==> src/rtl/ga_sync_irq_pkg.sv <==
// Shared constants and state types for the Gate Array sync/interrupt stage.
package ga_pkg;

    // Timing defaults
    localparam int IRQ_LINES = 52;  // R52 terminal count
    localparam int HS_DELAY  = 2;   // CLKEN ticks from HSYNC rise to HSYNC_OUT rise
    localparam int HS_WIDTH  = 4;   // maximum HSYNC_OUT width in CLKEN ticks
    localparam int VS_DELAY  = 2;   // HSYNC falls after VSYNC rise before VSYNC_OUT
    localparam int VS_WIDTH  = 4;   // VSYNC_OUT width in HSYNC falls

    // RMR field positions
    localparam int RMR_CLR_BIT  = 4;
    localparam int RMR_MODE_LSB = 0;

    // Screen mode encodings
    localparam logic [1:0] MODE0 = 2'd0;
    localparam logic [1:0] MODE1 = 2'd1;
    localparam logic [1:0] MODE2 = 2'd2;
    localparam logic [1:0] MODE3 = 2'd3;

    // HSYNC shaper: waiting for the delay to expire, then emitting the pulse
    typedef enum logic [1:0] {
        SHP_IDLE  = 2'd0,
        SHP_DELAY = 2'd1,
        SHP_PULSE = 2'd2
    } shp_state_t;

    // VSYNC path: armed counts lines up to the delay, active counts the width
    typedef enum logic [1:0] {
        VS_IDLE   = 2'd0,
        VS_ARMED  = 2'd1,
        VS_ACTIVE = 2'd2
    } vs_state_t;

endpackage

==> src/rtl/ga_sync_irq_shaper.sv <==
// Delay + width shaper turning the CRTC HSYNC into the monitor HSYNC pulse.
// The pulse is "state == SHP_PULSE", so the state output doubles as the
// registered pulse and as a debug view of the shaper.
module ga_sync_shaper
    import ga_pkg::*;
#(
    parameter int DELAY = HS_DELAY,
    parameter int WIDTH = HS_WIDTH
)
(
    input  logic       CLOCK,
    input  logic       RESET,
    input  logic       CLKEN,
    input  logic       SYNC_IN,    // raw CRTC sync, only looked at on CLKEN
    input  logic       SYNC_RISE,  // CLKEN-qualified rise of SYNC_IN
    output logic       OUT_RISE,   // strobe on the tick where the pulse starts
    output shp_state_t STATE
);

    localparam logic [3:0] DELAY_L = 4'(DELAY);
    localparam logic [3:0] WIDTH_L = 4'(WIDTH);

    shp_state_t state_nxt;
    logic [3:0] cnt;
    logic [3:0] cnt_nxt;

    // State and tick counter register
    always_ff @(posedge CLOCK or posedge RESET) begin
        if (RESET) begin
            STATE <= SHP_IDLE;
            cnt   <= 4'd0;
        end else begin
            STATE <= state_nxt;
            cnt   <= cnt_nxt;
        end
    end

    // Next state: a new rise always restarts the delay; a low sync ends shaping
    always_comb begin
        state_nxt = STATE;
        cnt_nxt   = cnt;
        OUT_RISE  = 1'b0;
        if (CLKEN) begin
            if (SYNC_RISE) begin
                state_nxt = SHP_DELAY;
                cnt_nxt   = DELAY_L;
            end else begin
                case (STATE)
                    SHP_DELAY: begin
                        if (!SYNC_IN) begin
                            state_nxt = SHP_IDLE;
                            cnt_nxt   = 4'd0;
                        end else if (cnt <= 4'd1) begin
                            state_nxt = SHP_PULSE;
                            cnt_nxt   = WIDTH_L;
                            OUT_RISE  = 1'b1;
                        end else begin
                            cnt_nxt = cnt - 4'd1;
                        end
                    end
                    SHP_PULSE: begin
                        if (!SYNC_IN || cnt <= 4'd1) begin
                            state_nxt = SHP_IDLE;
                            cnt_nxt   = 4'd0;
                        end else begin
                            cnt_nxt = cnt - 4'd1;
                        end
                    end
                    default: begin
                        state_nxt = STATE;
                    end
                endcase
            end
        end
    end

endmodule

==> src/rtl/ga_sync_irq.sv <==
// Gate Array sync/interrupt stage: shapes CRTC syncs for the monitor, runs the
// 52-line raster interrupt counter and latches the screen mode at HSYNC.
//
// Pulse inputs: IRQ_ACK and RMR_WR are single-CLOCK strobes that act on the
// cycle they are high, independent of CLKEN. There is no backpressure anywhere.
module ga_sync_irq
    import ga_pkg::*;
(
    input  logic       CLOCK,
    input  logic       RESET,
    input  logic       CLKEN,
    input  logic       HSYNC,
    input  logic       VSYNC,
    input  logic       IRQ_ACK,
    input  logic       RMR_WR,
    input  logic [4:0] RMR_DI,
    output logic       HSYNC_OUT,
    output logic       VSYNC_OUT,
    output logic       INT,
    output logic [1:0] MODE,
    output logic [5:0] R52
);

    localparam logic [5:0] IRQ_LINES_L = 6'(IRQ_LINES);
    localparam logic [3:0] VS_DELAY_L  = 4'(VS_DELAY);
    localparam logic [3:0] VS_WIDTH_L  = 4'(VS_WIDTH);

    logic       hs_prev;
    logic       vs_prev;
    logic       hs_rise;
    logic       hs_fall;
    logic       vs_rise;
    logic       mode_strobe;
    shp_state_t shp_state;
    logic [1:0] pend_mode;
    vs_state_t  vs_state;
    vs_state_t  vs_state_nxt;
    logic [3:0] vs_cnt;
    logic [3:0] vs_cnt_nxt;
    logic [3:0] vs_cnt_inc;
    logic       vs_force;
    logic [5:0] r52_nxt;
    logic [5:0] r52_inc;
    logic       int_nxt;
    logic       rmr_clr;
    logic       rmr_unused;

    assign hs_rise    = CLKEN & HSYNC & ~hs_prev;
    assign hs_fall    = CLKEN & ~HSYNC & hs_prev;
    assign vs_rise    = CLKEN & VSYNC & ~vs_prev;
    assign rmr_clr    = RMR_WR & RMR_DI[RMR_CLR_BIT];
    assign rmr_unused = ^RMR_DI[3:2];
    assign vs_cnt_inc = vs_cnt + 4'd1;
    assign r52_inc    = R52 + 6'd1;

    // Previous CRTC sync samples, taken only on character ticks
    always_ff @(posedge CLOCK or posedge RESET) begin
        if (RESET) begin
            hs_prev <= 1'b0;
            vs_prev <= 1'b0;
        end else if (CLKEN) begin
            hs_prev <= HSYNC;
            vs_prev <= VSYNC;
        end
    end

    ga_sync_shaper #(
        .DELAY (HS_DELAY),
        .WIDTH (HS_WIDTH)
    ) u_hs_shaper (
        .CLOCK     (CLOCK),
        .RESET     (RESET),
        .CLKEN     (CLKEN),
        .SYNC_IN   (HSYNC),
        .SYNC_RISE (hs_rise),
        .OUT_RISE  (mode_strobe),
        .STATE     (shp_state)
    );

    assign HSYNC_OUT = (shp_state == SHP_PULSE);

    // Pending mode follows RMR writes; effective mode updates at HSYNC_OUT rise
    always_ff @(posedge CLOCK or posedge RESET) begin
        if (RESET) begin
            pend_mode <= MODE0;
            MODE      <= MODE0;
        end else begin
            if (RMR_WR) begin
                pend_mode <= RMR_DI[RMR_MODE_LSB +: 2];
            end
            if (mode_strobe) begin
                MODE <= pend_mode;
            end
        end
    end

    // VSYNC line counter register
    always_ff @(posedge CLOCK or posedge RESET) begin
        if (RESET) begin
            vs_state <= VS_IDLE;
            vs_cnt   <= 4'd0;
        end else begin
            vs_state <= vs_state_nxt;
            vs_cnt   <= vs_cnt_nxt;
        end
    end

    // VSYNC path: counts HSYNC falls; re-rises while armed/active are ignored
    always_comb begin
        vs_state_nxt = vs_state;
        vs_cnt_nxt   = vs_cnt;
        vs_force     = 1'b0;
        case (vs_state)
            VS_IDLE: begin
                if (vs_rise) begin
                    vs_state_nxt = VS_ARMED;
                    vs_cnt_nxt   = 4'd0;
                end
            end
            VS_ARMED: begin
                if (hs_fall) begin
                    if (vs_cnt_inc == VS_DELAY_L) begin
                        vs_state_nxt = VS_ACTIVE;
                        vs_cnt_nxt   = 4'd0;
                        vs_force     = 1'b1;
                    end else begin
                        vs_cnt_nxt = vs_cnt_inc;
                    end
                end
            end
            VS_ACTIVE: begin
                if (hs_fall) begin
                    if (vs_cnt_inc == VS_WIDTH_L) begin
                        vs_state_nxt = VS_IDLE;
                        vs_cnt_nxt   = 4'd0;
                    end else begin
                        vs_cnt_nxt = vs_cnt_inc;
                    end
                end
            end
            default: begin
                vs_state_nxt = VS_IDLE;
                vs_cnt_nxt   = 4'd0;
            end
        endcase
    end

    assign VSYNC_OUT = (vs_state == VS_ACTIVE);

    // Interrupt counter and request register
    always_ff @(posedge CLOCK or posedge RESET) begin
        if (RESET) begin
            R52 <= 6'd0;
            INT <= 1'b0;
        end else begin
            R52 <= r52_nxt;
            INT <= int_nxt;
        end
    end

    // RMR clear beats ack beats line counting; the VSYNC force beats terminal count
    always_comb begin
        r52_nxt = R52;
        int_nxt = INT;
        if (rmr_clr) begin
            r52_nxt = 6'd0;
            int_nxt = 1'b0;
        end else if (IRQ_ACK) begin
            r52_nxt = {1'b0, R52[4:0]};
            int_nxt = 1'b0;
        end else if (hs_fall) begin
            if (vs_force) begin
                if (R52[5]) begin
                    int_nxt = 1'b1;
                end
                r52_nxt = 6'd0;
            end else if (r52_inc == IRQ_LINES_L) begin
                r52_nxt = 6'd0;
                int_nxt = 1'b1;
            end else begin
                r52_nxt = r52_inc;
            end
        end
    end

endmodule

==> config.mk <==
export PLATFORM = sky130hd
export DESIGN_NAME = ga_sync_irq
export DESIGN_NICKNAME = d
export VERILOG_FILES = /design/src/rtl/ga_sync_irq_pkg.sv /design/src/rtl/ga_sync_irq_shaper.sv /design/src/rtl/ga_sync_irq.sv
export SDC_FILE = /design/constraint.sdc
export NUM_CORES = 1
export LEC_CHECK = 0
export CELL_PAD_IN_SITES_DETAIL_PLACEMENT = 1
export CELL_PAD_IN_SITES_GLOBAL_PLACEMENT = 2
export CORE_MARGIN = 4
export CORE_UTILIZATION = 33
export DETAILED_ROUTE_END_ITERATION = 10
export PLACE_DENSITY = 0.87
export SETUP_SLACK_MARGIN = 0.3
export SYNTH_ARGS = -nofsm -noshare
export SYNTH_HDL_FRONTEND = slang
export SYNTH_SLANG_ARGS = --single-unit
==> constraint.sdc <==
create_clock -name CLOCK -period 2.66 [get_ports CLOCK]
set_clock_uncertainty 0.1 [all_clocks]
set_input_delay 0.798 -clock CLOCK [delete_from_list [all_inputs] [get_ports CLOCK]]
set_output_delay 0.798 -clock CLOCK [all_outputs]
set_load 0.01 [all_outputs]
==> summary.md, run 1 <==
| Metric | Value |
|---|---|
| Row Count | `23` |
| Cts hold-fix bufs | `0` |
| Fin crit period | `2320 ps` |
| Gr usage total | `0.152` |
| Worst Path Required | `1760 ps` |
| Outcome | `complete, no violations` |
| Fillers | `around 500` |
| Final hold viol count | `0` |
| Synth warn | `0` |
| Synth Cell Area | `1460 sq um` |
| Ranking of synthesized cells by area | `dfrtp_1 43%, ha_1 6.9%, mux2_1 3.9%, nand2_1 3.9%, a21oi_1 3.8%` |
| Clock sinks | `25` |
| Max cap viols | `0` |
| Final non-filler cell total | `236` |
| Synthesis-to-layout area growth | `26.1%` |
| I/O Buffers | `20` |
| Yosys cell types | `43` |
| DRC Markers | `0` |
| Syn_area_per_cell | `9.40 sq um` |
| Reg area | `~630 sq um` |
| Top cell type's share of synthesized area | `0.429` |
| Detailed-placement wirelength estimate | `2840 microns` |
| Pin count of the biggest net entering global routing | `26` |
| CTS tree | `yes` |
| Worst skew pair latency | `270 ps` |
| Multi-input gate area | `782 sq um` |
| CP Max Fanout | `5` |
| Most used DFF post-synth | `dfrtp_1` |
| Worst IR drop on VDD | `between 400 and 500 uV` |
| Crit Path Category | `register to output pin` |
| Power Density | `818 nW/um^2` |
| CP peak stage delay | `550 ps` |
| Max Clk Rate | `430 MHz` |
| Sum of negative setup slack | `0 ps` |
| Layout cells sized above 1 | `0.129` |
| Vias in the first global route | `1423` |
| Die Height | `74.5 microns` |
| DR pass1 iterations | `3` |
| RSZ-0062 raised after global routing | `true` |
| Vias/cell | `5.42` |
| Setup violations, final | `0` |
| Dpl cells | `231` |
| Yosys top cell by area | `dfrtp_1` |
| Period utilization | `0.874` |
| Total number of vias | `1278` |
| WL final | `3750 microns` |
| Number of DRC markers in iteration 0 | `60` |
| Avg WL per Cell | `15.9 microns` |
| GPL Wtd Cong | `0.808` |
| Worst Max-Slew Pin Slew | `539 ps` |
| CP Data Arrival Time | `approximately 1400 ps` |
| CP max-delay cell | `clkdlybuf4s50_1` |
| Mapped Cells | `approximately 160` |
| CTS buffer count | `3` |
| # IOs | `23` |
| Nets | `207` |
| Area of the core | `4140 sq um` |
| Die Wd | `74.5 microns` |
| Syn nets | `175` |
| Hold Path Class | `register to register` |
| FF+latch count, synth | `25` |
| GRT overflow | `0` |
| CTS clk-pin slew, worst paths | `90 ps` |
| Initial core utilization | `0.352` |
| Initial antenna violation count | `0` |
| Startpoint class of the critical path | `register` |
| CTS Buffer Depth | `2` |
| First-pass GRT wire length | `~6600 microns` |
| ANT nets after route | `0` |
| Seq/Total Area, Yosys | `0.429` |
| Leakage | `0.000817 uW` |
| Antenna cells | `0` |
| Commonest non-fill, non-tap cell in the layout | `dfrtp_1` |
| Worst setup EP type | `output pin` |
| Asr flop ratio synth | `1.00` |
| CTS H-tree lvls | `1` |
| Most frequent cells in the layout | `25 x dfrtp_1, 18 x clkdlybuf4s50_1, 15 x nand2_1` |
| Clk root buf | `clkbuf_8` |
| CP cell instances | `nor2_2 > clkdlybuf4s50_1` |
| Die Area | `5540 sq um` |
| Slew HR | `0.635` |
| Max-slew violations | `0` |
| Post-synth EDFFs | `0` |
-- worst max-delay path, delay by kind of cell (launching register included) --
family / cells / cell delay [ps]
buffers and inverters: 1 / 550
flip-flops: 1 / 450
AND/OR/NAND/NOR: 1 / 160
-- report_power, final --
part / total [uW] / switching (uW) / internal [uW]
clock: 235 / 130 / 105
combinational: 717 / 391 / 326
sequential: 551 / 83.9 / 467
-- flip-flops by register name, indices dropped and copies added, names as in the netlist --
register           count
vs_state               2
hs_prev                1
R52                    6
u_hs_shaper.cnt        4
pend_mode              2
MODE                   2
INT                    1
vs_prev                1
u_hs_shaper.STATE      2
vs_cnt                 4
-- cells in the mapped netlist (2+ instances only) --
master	instances
or2_1	2
a211oi_2	2
nor3_1	4
o21ai_0	4
o21ai_1	6
a21o_1	2
and3_1	2
inv_1	13
mux2i_1	3
nor2_1	11
ha_1	8
a21oi_1	11
dfrtp_1	25
o41ai_1	2
o21ai_2	2
mux2_1	5
nand2_1	15
o31ai_1	4
a22o_1	2
nand3_1	9
-- layer usage --
metal  track usage  routed length [microns]  up-vias
met5             0                        0        -
met2         0.278                     1980       11
met3        0.0311                       81        2
met1         0.188                     1680      649
met4        0.0178                       10        0
li1              -                        -      616
-- per-stage QoR --
stage | hold slack, ps | cell area, sq um | worst slack, ps | util | total power [uW]
final | 409 | 1840 | 336 | 0.444 | 1500
after global routing | 437 | 1840 | 271 | 0.444 | 1630
after CTS | 410 | 1820 | 303 | 0.440 | 1510
after detailed placement | 386 | 1770 | 83.1 | 0.428 | 1260
after global placement | 371 | 1770 | 156 | 0.428 | 1210
after floorplan | 354 | 1460 | 653 | - | 1010
-- final timing paths --
| kind | from | to | slack [ps] | cells past startpoint |
|---|---|---|---|---|
| min | MODE[0] | MODE[0] | 410 | 1 |
| max in group asynchronous | RESET | R52[0] | 1440 | 3 |
| min reg2reg | MODE[0] | MODE[0] | 410 | 1 |
| min in group asynchronous | RESET | vs_state[1] | 770 | 3 |
| max | u_hs_shaper.STATE[0] | HSYNC_OUT | 340 | 2 |
| max reg2reg | vs_cnt[0] | vs_state[0] | 530 | 6 |
-- logic make-up after synthesis --
logic type	share of synthesized area
AO/OA/AOI/OAI	0.189
XOR/XNOR	0.0120
adder cells (fa/ha/maj)	0.0687
buffers and inverters	0.0421
flip-flops	0.429
multiplexers	0.0592
AND/OR/NAND/NOR	0.200
-- final cells by class --
type / instances / area share
timing repair buffer: 29 / 0.146
sequential: 25 / 0.340
multi-input combinational: 114 / 0.425
clock buffer: 3 / 0.0225
clock inverter: 1 / 0.00272
inverter: 14 / 0.0286
tap: 50 / 0.0340
-- repair_timing --
| action | 4_1_cts | 5_1_grt |
|---|---|---|
| gates resized for setup | 1 | 4 |
| buffers inserted | 1 | 0 |
| setup endpoints to repair | 2 | 8 |
Power figures use the tool's default switching activity.
==> run 2, diff against run 1 <==
- CORE_UTILIZATION: 33 -> 35
- PLACE_DENSITY: 0.87 -> 0.91
- clock period: 2.66 -> 2.79 ns (I/O delays scaled with it)
==> summary.md, run 2 (synthesized netlist as in run 1, its figures left out) <==
| Metric | Value |
|---|---|
| Vias in the first global route | `1372 (-3.6%)` |
| Crit Path Category | `input port to register` |
| CTS tree | `yes` |
| Post-CTS Setup Bufs | `0 (-1)` |
| CTS Buffer Depth | `2 (unchanged)` |
| Fillers | `464 (-6.3%)` |
| R2R depth | `6 (unchanged)` |
| GPL Wtd Cong | `0.811 (+0.36%)` |
| GRT overflow | `0 (unchanged)` |
| Initial antenna violation count | `0 (unchanged)` |
| CP Data Arrival Time | `2360 ps (+930 ps)` |
| Slew HR | `0.497 (-0.138)` |
| DR pass1 iterations | `4 (+1)` |
| DRC Markers | `0 (unchanged)` |
| Max Clk Rate | `about 440 MHz` |
| Die Area | `5260 sq um (-5.1%)` |
| Reg-to-reg startpoint | `vs_cnt[0]` |
| Crit path to | `u_hs_shaper.cnt[3]` |
| Max reg flops | `6 (unchanged)` |
| Setup violations, final | `0 (unchanged)` |
| Setup ws final | `509 ps (+173 ps)` |
| Startpoint class of the critical path | `input port` |
| Clk root buf | `clkbuf_8` |
| Commonest non-fill, non-tap cell in the layout | `dfrtp_1` |
| Die Height | `72.5 microns (-2.6%)` |
| Final hold viol count | `0 (unchanged)` |
| Internal power | `827 uW (-8.0%)` |
| Worst IR drop on VDD | `518 uV (+10%)` |
| Initial core utilization | `0.364 (+0.0127)` |
| Synthesis-to-layout area growth | `23.5%` |
| Avg WL per Cell | `15.0 microns (-5.4%)` |
| WL final | `3490 microns (-7.0%)` |
| I/O Buffers | `20 (unchanged)` |
| Sum of negative setup slack | `0 ps (unchanged)` |
| Max cap viols | `0 (unchanged)` |
| CP Max Fanout | `6 (+1)` |
| Pin count of the biggest net entering global routing | `26 (unchanged)` |
| Multi-input gate area | `771 sq um (-1.4%)` |
| CTS H-tree lvls | `1 (unchanged)` |
| Most frequent cells in the layout | `24 x dfrtp_1, 18 x clkdlybuf4s50_1, 15 x nand2_1` |
| Outcome | `complete, no violations` |
| Reg2reg setup slack | `680 ps (+150 ps)` |
| Detailed-placement wirelength estimate | `2760 microns (-3.0%)` |
| Worst Path Required | `2870 ps (+1110 ps)` |
| Layout Utilization | `0.450 (+0.00657)` |
| Max-slew violations | `0 (unchanged)` |
| Die Wd | `72.5 microns (-2.6%)` |
| Min-delay src | `pend_mode[0]` |
| Worst Max-Slew Pin Slew | `747 ps (+208 ps)` |
| Worst setup EP type | `register` |
| Logic pwr share | `0.454 (-0.023)` |
| Power Density | `766 nW/um^2 (-6.4%)` |
| Biggest regs | `R52 x6, u_hs_shaper.cnt x4, vs_cnt x4` |
| Gr usage total | `0.144 (-0.00762)` |
| Antenna cells | `0 (unchanged)` |
| CTS clk-pin slew, worst paths | `90 ps (about the same)` |
| First-pass GRT wire length | `6130 microns (-7.2%)` |
| Clock group share of total power | `0.162 (+0.006)` |
| Vias/cell | `5.43 (+0.21%)` |
| Fin crit period | `2280 ps` |
| # IOs | `23 (unchanged)` |
| Cts hold-fix bufs | `0 (unchanged)` |
| Nets | `203 (-1.9%)` |
| Reg area | `627 sq um (+0.20%)` |
| Area of the core | `4000 sq um (-3.5%)` |
| Layout cells sized above 1 | `0.0989 (-0.0301)` |
| RSZ-0062 raised after global routing | `false` |
| Hold_ws | `394 ps (-15.1 ps)` |
| CTS buffer count | `3 (unchanged)` |
| CP Launch Point | `HSYNC` |
| Biggest register | `R52` |
| Switching share of power | `0.400 (-0.00221)` |
| Total number of vias | `1259 (-1.5%)` |
| Worst skew pair latency | `270 ps (about the same)` |
| Hold Path Class | `register to register` |
| Clock sinks | `25 (unchanged)` |
| Leakage | `0.000796 uW (-2.5%)` |
| Period utilization | `0.817` |
| Number of DRC markers in iteration 0 | `60 (unchanged)` |
| Place WS | `232 ps (+148 ps)` |
| Row Count | `23 (unchanged)` |
| ANT nets after route | `0 (unchanged)` |
| Register share of total power | `0.384 (+0.017)` |
| Net Sw Power | `551 uW (-8.8%)` |
| FF-to-FF End | `vs_state[0]` |
-- run 2: routing by layer --
layer  vias to the layer above  part of all wire  GRT usage
li1                        610                 -          -
met4                         0             0.011     0.0266
met3                         4             0.025     0.0319
met2                        15              0.52      0.258
met5                         -                 0          0
met1                       630              0.44      0.178
-- run 2: worst max-delay path, cell delays in order --
cell and delay, ps:
clkdlybuf4s50_1 510, buf_4 160, o31ai_1 170, or4b_1 500, a21oi_1 190
-- run 2: area by class of cell --
class                           instances  share of cell area
Clock buffer                            3              0.0229
Sequential cell                        25               0.348
Multi-Input combinational cell        114               0.428
Clock inverter                          1             0.00417
Inverter                               14              0.0292
Tap cell                               50              0.0347
Timing Repair Buffer                   25               0.133
-- run 2: stage by stage --
step                      total power [uW]  instance area [sq um]  cells
after global routing                  1500                   1800    232
after floorplan                        966                   1460    155
after global placement                1120                   1750    228
after detailed placement              1170                   1750    228
final                                 1380                   1800    232
after CTS                             1390                   1800    232
-- run 2: how the worst min path moves through the flow --
stage / to / slack [ps] / depth (start not counted)
3_5_place_dp: pend_mode[0] / 380 / 1
4_1_cts: pend_mode[0] / 400 / 1
3_3_place_gp: pend_mode[0] / 370 / 1
5_1_grt: pend_mode[0] / 420 / 1
6_report: pend_mode[0] / 390 / 1
2_1_floorplan: pend_mode[0] / 350 / 1
-- run 2: power groups by stage --
stage	logic (uW)	clock network [uW]	registers, uW
floorplan	445	0	521
global placement	600	0	524
detailed placement	637	0	535
CTS	635	231	529
global route	704	248	545
finish	626	223	529
-- run 2: repair_timing --
action / in CTS / in global routing
setup endpoints to repair: 1 / 1
pin swaps: 0 / 0
resized for setup: 1 / 2
